<file path="src/rtl/ps2_host_tx_if.sv">
// Request/status bundle between a command source and the PS/2 host transmitter.
// The master side issues command bytes. The slave side is the transmitter.
interface ps2_host_tx_if;
  logic [7:0] tx_data;
  logic       tx_valid;
  logic       tx_ready;
  logic       busy;
  logic       rx_inhibit;
  logic       done;
  logic       err;
  logic [1:0] err_code;

  modport master (
    output tx_data, tx_valid,
    input  tx_ready, busy, rx_inhibit, done, err, err_code
  );

  modport slave (
    input  tx_data, tx_valid,
    output tx_ready, busy, rx_inhibit, done, err, err_code
  );
endinterface

</file>
<file path="src/rtl/ps2_host_tx.sv">
// PS/2 host-to-device transmitter.
// It inhibits the bus, issues request-to-send and then shifts one command byte
// out on the device-generated clock: LSB first, odd parity, then a stop bit.
// It then samples the device acknowledge bit.
//
// state    | meaning
// ---------+-----------------------------------------------------------
// IDLE     | bus released, waiting for a command byte
// INHIBIT  | holding the clock line low before request-to-send
// RTS      | one cycle with clock and data low (start bit on the line)
// WAIT_CLK | clock released, waiting for the device's first falling edge
// SHIFT    | driving data bits, parity and stop on successive falling edges
// RELEASE  | ack sampled, waiting for both lines to return high
module ps2_host_tx #(
  parameter int INHIBIT_CYCLES = 12000,
  parameter int START_TIMEOUT  = 1500000,
  parameter int PACKET_TIMEOUT = 200000,
  parameter int FILTER_LEN     = 8
) (
  input  logic         clk_in,
  input  logic         rst,
  ps2_host_tx_if.slave host,
  input  logic         key_clk_i,
  input  logic         key_data_i,
  output logic         key_clk_oe,
  output logic         key_data_oe
);

  localparam int INH_W = $clog2(INHIBIT_CYCLES + 1);
  localparam int STA_W = $clog2(START_TIMEOUT + 1);
  localparam int PKT_W = $clog2(PACKET_TIMEOUT + 1);
  localparam int FLT_W = $clog2(FILTER_LEN + 1);

  typedef enum logic [2:0] {
    IDLE, INHIBIT, RTS, WAIT_CLK, SHIFT, RELEASE
  } state_t;

  logic             clk_s1, clk_s2, dat_s1, dat_s2;
  logic             clk_acc, fall;
  logic [FLT_W-1:0] flt_cnt;

  state_t           state_q, state_d;
  logic [7:0]       shreg_q, shreg_d;
  logic             par_q, par_d;
  logic [INH_W-1:0] inh_q, inh_d;
  logic [STA_W-1:0] sta_q, sta_d;
  logic [PKT_W-1:0] pkt_q, pkt_d;
  logic [3:0]       edge_q, edge_d;
  logic             ack_q, ack_d;
  logic             dbit_q, dbit_d;
  logic             done_q, done_d;
  logic             err_q, err_d;
  logic [1:0]       code_q, code_d;

  // Two-flop synchronisers for the raw lines; idle level of both lines is high.
  always_ff @(posedge clk_in) begin
    if (rst) begin
      clk_s1 <= 1'b1;
      clk_s2 <= 1'b1;
      dat_s1 <= 1'b1;
      dat_s2 <= 1'b1;
    end else begin
      clk_s1 <= key_clk_i;
      clk_s2 <= clk_s1;
      dat_s1 <= key_data_i;
      dat_s2 <= dat_s1;
    end
  end

  // Accept a new clock level only after FILTER_LEN consecutive differing samples.
  always_ff @(posedge clk_in) begin
    if (rst) begin
      clk_acc <= 1'b1;
      flt_cnt <= '0;
      fall    <= 1'b0;
    end else begin
      fall <= 1'b0;
      if (clk_s2 == clk_acc) begin
        flt_cnt <= '0;
      end else if (flt_cnt == FLT_W'(FILTER_LEN - 1)) begin
        clk_acc <= clk_s2;
        flt_cnt <= '0;
        fall    <= clk_acc;
      end else begin
        flt_cnt <= flt_cnt + FLT_W'(1);
      end
    end
  end

  // State and datapath registers; reset drops everything back to an idle, released bus.
  always_ff @(posedge clk_in) begin
    if (rst) begin
      state_q <= IDLE;
      shreg_q <= '0;
      par_q   <= 1'b0;
      inh_q   <= '0;
      sta_q   <= '0;
      pkt_q   <= '0;
      edge_q  <= '0;
      ack_q   <= 1'b0;
      dbit_q  <= 1'b0;
      done_q  <= 1'b0;
      err_q   <= 1'b0;
      code_q  <= 2'b00;
    end else begin
      state_q <= state_d;
      shreg_q <= shreg_d;
      par_q   <= par_d;
      inh_q   <= inh_d;
      sta_q   <= sta_d;
      pkt_q   <= pkt_d;
      edge_q  <= edge_d;
      ack_q   <= ack_d;
      dbit_q  <= dbit_d;
      done_q  <= done_d;
      err_q   <= err_d;
      code_q  <= code_d;
    end
  end

  // Next-state, counter and bit-sequencing logic.
  // Timeout counters count down and stop at their terminal count of zero.
  always_comb begin
    state_d = state_q;
    shreg_d = shreg_q;
    par_d   = par_q;
    inh_d   = inh_q;
    sta_d   = sta_q;
    pkt_d   = pkt_q;
    edge_d  = edge_q;
    ack_d   = ack_q;
    dbit_d  = dbit_q;
    done_d  = 1'b0;
    err_d   = 1'b0;
    code_d  = code_q;
    case (state_q)
      IDLE: begin
        if (host.tx_valid) begin
          shreg_d = host.tx_data;
          par_d   = ~^host.tx_data;
          inh_d   = INH_W'(INHIBIT_CYCLES - 1);
          edge_d  = '0;
          code_d  = 2'b00;
          state_d = INHIBIT;
        end
      end
      INHIBIT: begin
        if (inh_q == '0) state_d = RTS;
        else             inh_d   = inh_q - INH_W'(1);
      end
      RTS: begin
        sta_d   = STA_W'(START_TIMEOUT - 1);
        state_d = WAIT_CLK;
      end
      WAIT_CLK: begin
        if (fall) begin
          edge_d  = 4'd1;
          dbit_d  = ~shreg_q[0];
          shreg_d = {1'b0, shreg_q[7:1]};
          pkt_d   = PKT_W'(PACKET_TIMEOUT - 1);
          state_d = SHIFT;
        end else if (sta_q == '0) begin
          err_d   = 1'b1;
          code_d  = 2'b01;
          state_d = IDLE;
        end else begin
          sta_d = sta_q - STA_W'(1);
        end
      end
      SHIFT: begin
        if (pkt_q == '0) begin
          err_d   = 1'b1;
          code_d  = 2'b10;
          dbit_d  = 1'b0;
          state_d = IDLE;
        end else begin
          pkt_d = pkt_q - PKT_W'(1);
          if (fall) begin
            // edge_q holds the count before this edge, so edge n is edge_q == n-1.
            edge_d = edge_q + 4'd1;
            if (edge_q <= 4'd7) begin
              dbit_d  = ~shreg_q[0];
              shreg_d = {1'b0, shreg_q[7:1]};
            end else if (edge_q == 4'd8) begin
              dbit_d = ~par_q;
            end else if (edge_q == 4'd9) begin
              dbit_d = 1'b0;
            end else begin
              ack_d   = dat_s2;
              state_d = RELEASE;
            end
          end
        end
      end
      RELEASE: begin
        if (pkt_q == '0) begin
          err_d   = 1'b1;
          code_d  = 2'b10;
          state_d = IDLE;
        end else begin
          pkt_d = pkt_q - PKT_W'(1);
          if (clk_acc && dat_s2) begin
            done_d  = ~ack_q;
            err_d   = ack_q;
            if (ack_q) code_d = 2'b11;
            state_d = IDLE;
          end
        end
      end
      default: state_d = IDLE;
    endcase
  end

  // Line drivers depend on state only, so any return to IDLE releases the bus.
  always_comb begin
    key_clk_oe  = 1'b0;
    key_data_oe = 1'b0;
    case (state_q)
      INHIBIT:  key_clk_oe  = 1'b1;
      RTS: begin
        key_clk_oe  = 1'b1;
        key_data_oe = 1'b1;
      end
      WAIT_CLK: key_data_oe = 1'b1;
      SHIFT:    key_data_oe = dbit_q;
      default: begin
        key_clk_oe  = 1'b0;
        key_data_oe = 1'b0;
      end
    endcase
  end

  assign host.tx_ready   = (state_q == IDLE);
  assign host.busy       = (state_q != IDLE);
  assign host.rx_inhibit = (state_q != IDLE);
  assign host.done       = done_q;
  assign host.err        = err_q;
  assign host.err_code   = code_q;

endmodule

</file>
<file path="src/flat_wrapper.sv">
// flat-port wrapper written by rule: the top's interface ports become plain ports
module ps2_host_tx_flat 
#(
  parameter int INHIBIT_CYCLES = 12000,
  parameter int START_TIMEOUT  = 1500000,
  parameter int PACKET_TIMEOUT = 200000,
  parameter int FILTER_LEN     = 8
)
  (clk_in, rst, key_clk_i, key_data_i, key_clk_oe, key_data_oe, host_tx_data, host_tx_valid, host_tx_ready, host_busy, host_rx_inhibit, host_done, host_err, host_err_code);
  ps2_host_tx_if host_i ();
  input  logic clk_in;
  input  logic rst;
  input  logic key_clk_i;
  input  logic key_data_i;
  output logic key_clk_oe;
  output logic key_data_oe;
  input wire logic [$bits(host_i.tx_data)-1:0] host_tx_data;
  input wire logic [$bits(host_i.tx_valid)-1:0] host_tx_valid;
  output wire logic [$bits(host_i.tx_ready)-1:0] host_tx_ready;
  output wire logic [$bits(host_i.busy)-1:0] host_busy;
  output wire logic [$bits(host_i.rx_inhibit)-1:0] host_rx_inhibit;
  output wire logic [$bits(host_i.done)-1:0] host_done;
  output wire logic [$bits(host_i.err)-1:0] host_err;
  output wire logic [$bits(host_i.err_code)-1:0] host_err_code;
  assign host_i.tx_data = host_tx_data;
  assign host_i.tx_valid = host_tx_valid;
  assign host_tx_ready = host_i.tx_ready;
  assign host_busy = host_i.busy;
  assign host_rx_inhibit = host_i.rx_inhibit;
  assign host_done = host_i.done;
  assign host_err = host_i.err;
  assign host_err_code = host_i.err_code;
  ps2_host_tx #(.INHIBIT_CYCLES(INHIBIT_CYCLES), .START_TIMEOUT(START_TIMEOUT), .PACKET_TIMEOUT(PACKET_TIMEOUT), .FILTER_LEN(FILTER_LEN)) u_core (.clk_in(clk_in), .rst(rst), .host(host_i), .key_clk_i(key_clk_i), .key_data_i(key_data_i), .key_clk_oe(key_clk_oe), .key_data_oe(key_data_oe));
endmodule
</file>
<file path="config.mk">
export PLATFORM = sky130hd
export DESIGN_NAME = ps2_host_tx_flat
export DESIGN_NICKNAME = d
export VERILOG_FILES = /design/src/rtl/ps2_host_tx_if.sv /design/src/rtl/ps2_host_tx.sv /design/src/flat_wrapper.sv
export SDC_FILE = /design/constraint.sdc
export NUM_CORES = 1
export LEC_CHECK = 0
export CORE_UTILIZATION = 40
export DETAILED_ROUTE_END_ITERATION = 16
export PLACE_DENSITY_LB_ADDON = 0.25
export SLEW_MARGIN = 30
export SYNTH_ARGS = -nofsm -noshare
export SYNTH_HDL_FRONTEND = slang
export SYNTH_SLANG_ARGS = --single-unit
</file>
<file path="constraint.sdc">
create_clock -name clk_in -period 2.8 [get_ports clk_in]
set_input_delay 0.7 -clock clk_in [delete_from_list [all_inputs] [get_ports clk_in]]
set_output_delay 0.7 -clock clk_in [all_outputs]
set_load 0.02 [all_outputs]
</file>
==> reports/metrics.cfg <==
[run_status]
outcome=finished, final reports clean

[final_layout]
syn_to_final_growth_pct=13.2
design_area_mm2=0.00503
drive_gt1_frac=0.141
final_common_cell=dfxtp_1
final_nets=563
mostFrequentLayoutCells=84 x dfxtp_1, 32 x nor2_1, 30 x nand2_1
n_antenna_cell=0

[setup_path]
critical_path.endpoint_type=flip-flop
crit_required_ns=3.06
worstRegToRegCells=6
critPathArrivalTime_ns=2.95
path_max_fanout=14
cpMaxStageDelayCell=or4_1
r2r_end=u_core.shreg_q[4]$_SDFFE_PP0P_
crit_type=flip-flop to flip-flop
reg2reg_slack_ns=0.11
crit_buf_inv=1
cp_slowest_stage_delay_ns=0.67
r2r_start=u_core.pkt_q[0]$_SDFFE_PP0P_
worstSetupStartpointType=flip-flop
cp_top_family=simple AND/OR/NAND/NOR gates
path_cells=inv_1 > ha_1 > or3b_2 > or4_1 > o2111a_1 > o311a_1

[yosys]
synthArstFlopShare=0
syn_nets=535
synth_edf_count=0
ys_ff_latch=85
yosysWarnings=0
ys_types=60
yosysTopAreaCell=dfxtp_1
postSynthCellCount=513
yosys-top-cells-area=dfxtp_1 38%, mux2i_1 3.8%, o21ai_0 3.2%
synth-seq-area-share=0.383
avgSynthCellArea_um2=8.67
synth_top_area_share=0.383
synth_top_flop_cell=dfxtp_1
synth_area_mm2=0.00445

[grt]
grt_remaining_overflow=0
grtUsageTotal=0.192
antenna_found_initial=0
grt_pass1_vias=3702
grt_max_degree=30
grt_first_pass_wirelength_um=17400

[worst_hold_path]
hold_end=u_core.clk_s2$_SDFF_PP1_
holdCritStartpoint=u_core.clk_s1$_SDFF_PP1_
whs_path_depth=1
hold_class=flip-flop to flip-flop

[routing]
antenna_left=0
drt_iter0_drc=227
drcViolationCount=0
wl_per_cell_um=15.1
vias=3939
via_per_inst=5.74
wl_um=10400
first_pass_iters=4

[clock_network]
hold_buffers=0
cts_htree_levels=3
numCtsBuffers=9
clock_latency_ns=0.37
cts_max_path_buffers=2
clock-root-buffer=clkbuf_8
cts_sinks=85
tritoncts=built
cts.reportedPaths.clkPinSlew_ns=0.08

[sta]
period_share=0.960
finalSetupTns_ns=0
worst_slew_pin_slew_ns=0.629
slew_viol_final=0
slew_headroom=0.581
fmax_mhz=372
finalHoldViolations=0
final.setup_skew_ns=0.00747
setup_viol=0
post-route-min-period_ns=2.69
grt_setup_unrepaired=no

[die]
chipWidth_um=107
chipHeight_um=107
die_area_mm2=0.0115
core_mm2=0.0108
std_cell_rows=38
start_util=0.410
num_io_pins=22

[pwr]
total_power_uw=4000
peakVddDrop_mv=0.448
p_leak_uw=0.00187
p_per_area_mw_per_mm2=795

[place]
hpwl_um=7450
place_area_mm2=0.00485
portBuffers=21
globalplace.congestion=0.841

[job]
drv_cap=0

cells in the mapped netlist (6+ instances only):
cell type / count
or4_1: 17
o311a_1: 10
a211oi_1: 13
dfxtp_1: 85
nor3_1: 17
o21ai_0: 28
and3_1: 6
xnor2_1: 12
a31oi_1: 15
ha_1: 9
nand3_1: 15
o31ai_1: 11
nor4_1: 10
clkbuf_1: 23
nand2b_1: 7
mux2i_1: 17
a21oi_1: 25
or2_2: 15
inv_1: 14
nor2_1: 32
o211ai_1: 7
xor2_1: 11
or3_1: 13
nand4_1: 8
nand2_1: 30
per-stage QoR:
step	hold WS, ns	util	instances	setup WS (ns)
2_1_floorplan	0.389	-	513	0.274
3_3_place_gp	0.392	0.447	668	0.216
3_5_place_dp	0.398	0.447	668	0.121
4_1_cts	0.418	0.462	684	0.0752
5_1_grt	0.432	0.464	686	0.0171
6_report	0.413	0.464	686	0.113
logic make-up (layout without fill, tap and decap cells):
group / count (synthesis) / after routing / synth area share
simple gates: 204 / 204 / 0.263
flops: 85 / 85 / 0.383
xor+xnor: 23 / 23 / 0.0453
buf+inv: 46 / 79 / 0.0506
mux: 18 / 18 / 0.0408
compound gates: 128 / 128 / 0.192
fa+ha+maj: 9 / 9 / 0.0253
sequential cells by signal (all words and copies together) (netlist names):
| name | cells |
|---|---|
| u_core.ack_q | 1 |
| u_core.dat_s2 | 1 |
| u_core.dbit_q | 1 |
| u_core.clk_s1 | 1 |
| u_core.edge_q | 4 |
| u_core.host.err_code | 2 |
| u_core.clk_acc | 1 |
| u_core.dat_s1 | 1 |
| u_core.host.err | 1 |
| u_core.flt_cnt | 4 |
| u_core.inh_q | 14 |
| u_core.sta_q | 21 |
| u_core.host.done | 1 |
| u_core.clk_s2 | 1 |
| u_core.state_q | 3 |
| u_core.fall | 1 |
| u_core.pkt_q | 18 |
| u_core.par_q | 1 |
| u_core.shreg_q | 8 |
timing repair:
item,in CTS,in global routing
setup buffers,0,2
endpoints found under the setup margin,0,6
resized for setup,0,3
metal layers:
metal / track usage / wire length [um] / up-vias
met5: 0 / 0 / -
met4: 0.0802 / 146 / 0
met3: 0.0400 / 395 / 11
met2: 0.311 / 4790 / 59
met1: 0.248 / 5030 / 1883
li1: - / - / 1986
power breakdown:
| part | internal, uW | total [uW] | switching (uW) |
|---|---|---|---|
| registers | 1400 | 1580 | 185 |
| logic | 708 | 1660 | 953 |
| clock network | 317 | 759 | 442 |
| total | 2420 | 4000 | 1580 |
worst register-to-register path, cell delays in order (launching register included):
cell and delay [ns]:
dfxtp_1 0.34, inv_1 0.10, ha_1 0.15, or3b_2 0.45, or4_1 0.67, o2111a_1 0.47
o311a_1 0.39
worst max path at each step:
| stage | startpoint | end | slack, ns | cells after the start |
|---|---|---|---|---|
| after global placement | u_core.pkt_q[0]$_SDFFE_PP0P_ | u_core.shreg_q[2]$_SDFFE_PP0P_ | 0.22 | 6 |
| after global routing | u_core.pkt_q[0]$_SDFFE_PP0P_ | u_core.shreg_q[5]$_SDFFE_PP0P_ | 0.02 | 6 |
| after detailed placement | u_core.pkt_q[0]$_SDFFE_PP0P_ | u_core.shreg_q[5]$_SDFFE_PP0P_ | 0.12 | 6 |
| after CTS | u_core.state_q[1]$_SDFFE_PP0P_ | key_clk_oe | 0.08 | 4 |
| after floorplan | u_core.pkt_q[2]$_SDFFE_PP0P_ | u_core.pkt_q[17]$_SDFFE_PP0P_ | 0.27 | 6 |
| final | u_core.pkt_q[0]$_SDFFE_PP0P_ | u_core.shreg_q[4]$_SDFFE_PP0P_ | 0.11 | 6 |
final cells by class:
cell class,instances,area (um^2)
fill,1083,5810
multi-input combinational,382,2530
tap,140,175
clock buffer,11,131
inverter,15,56.3
sequential,85,1700
timing repair buffer,48,408
clock inverter,5,27.5
Power figures use the tool's default switching activity.
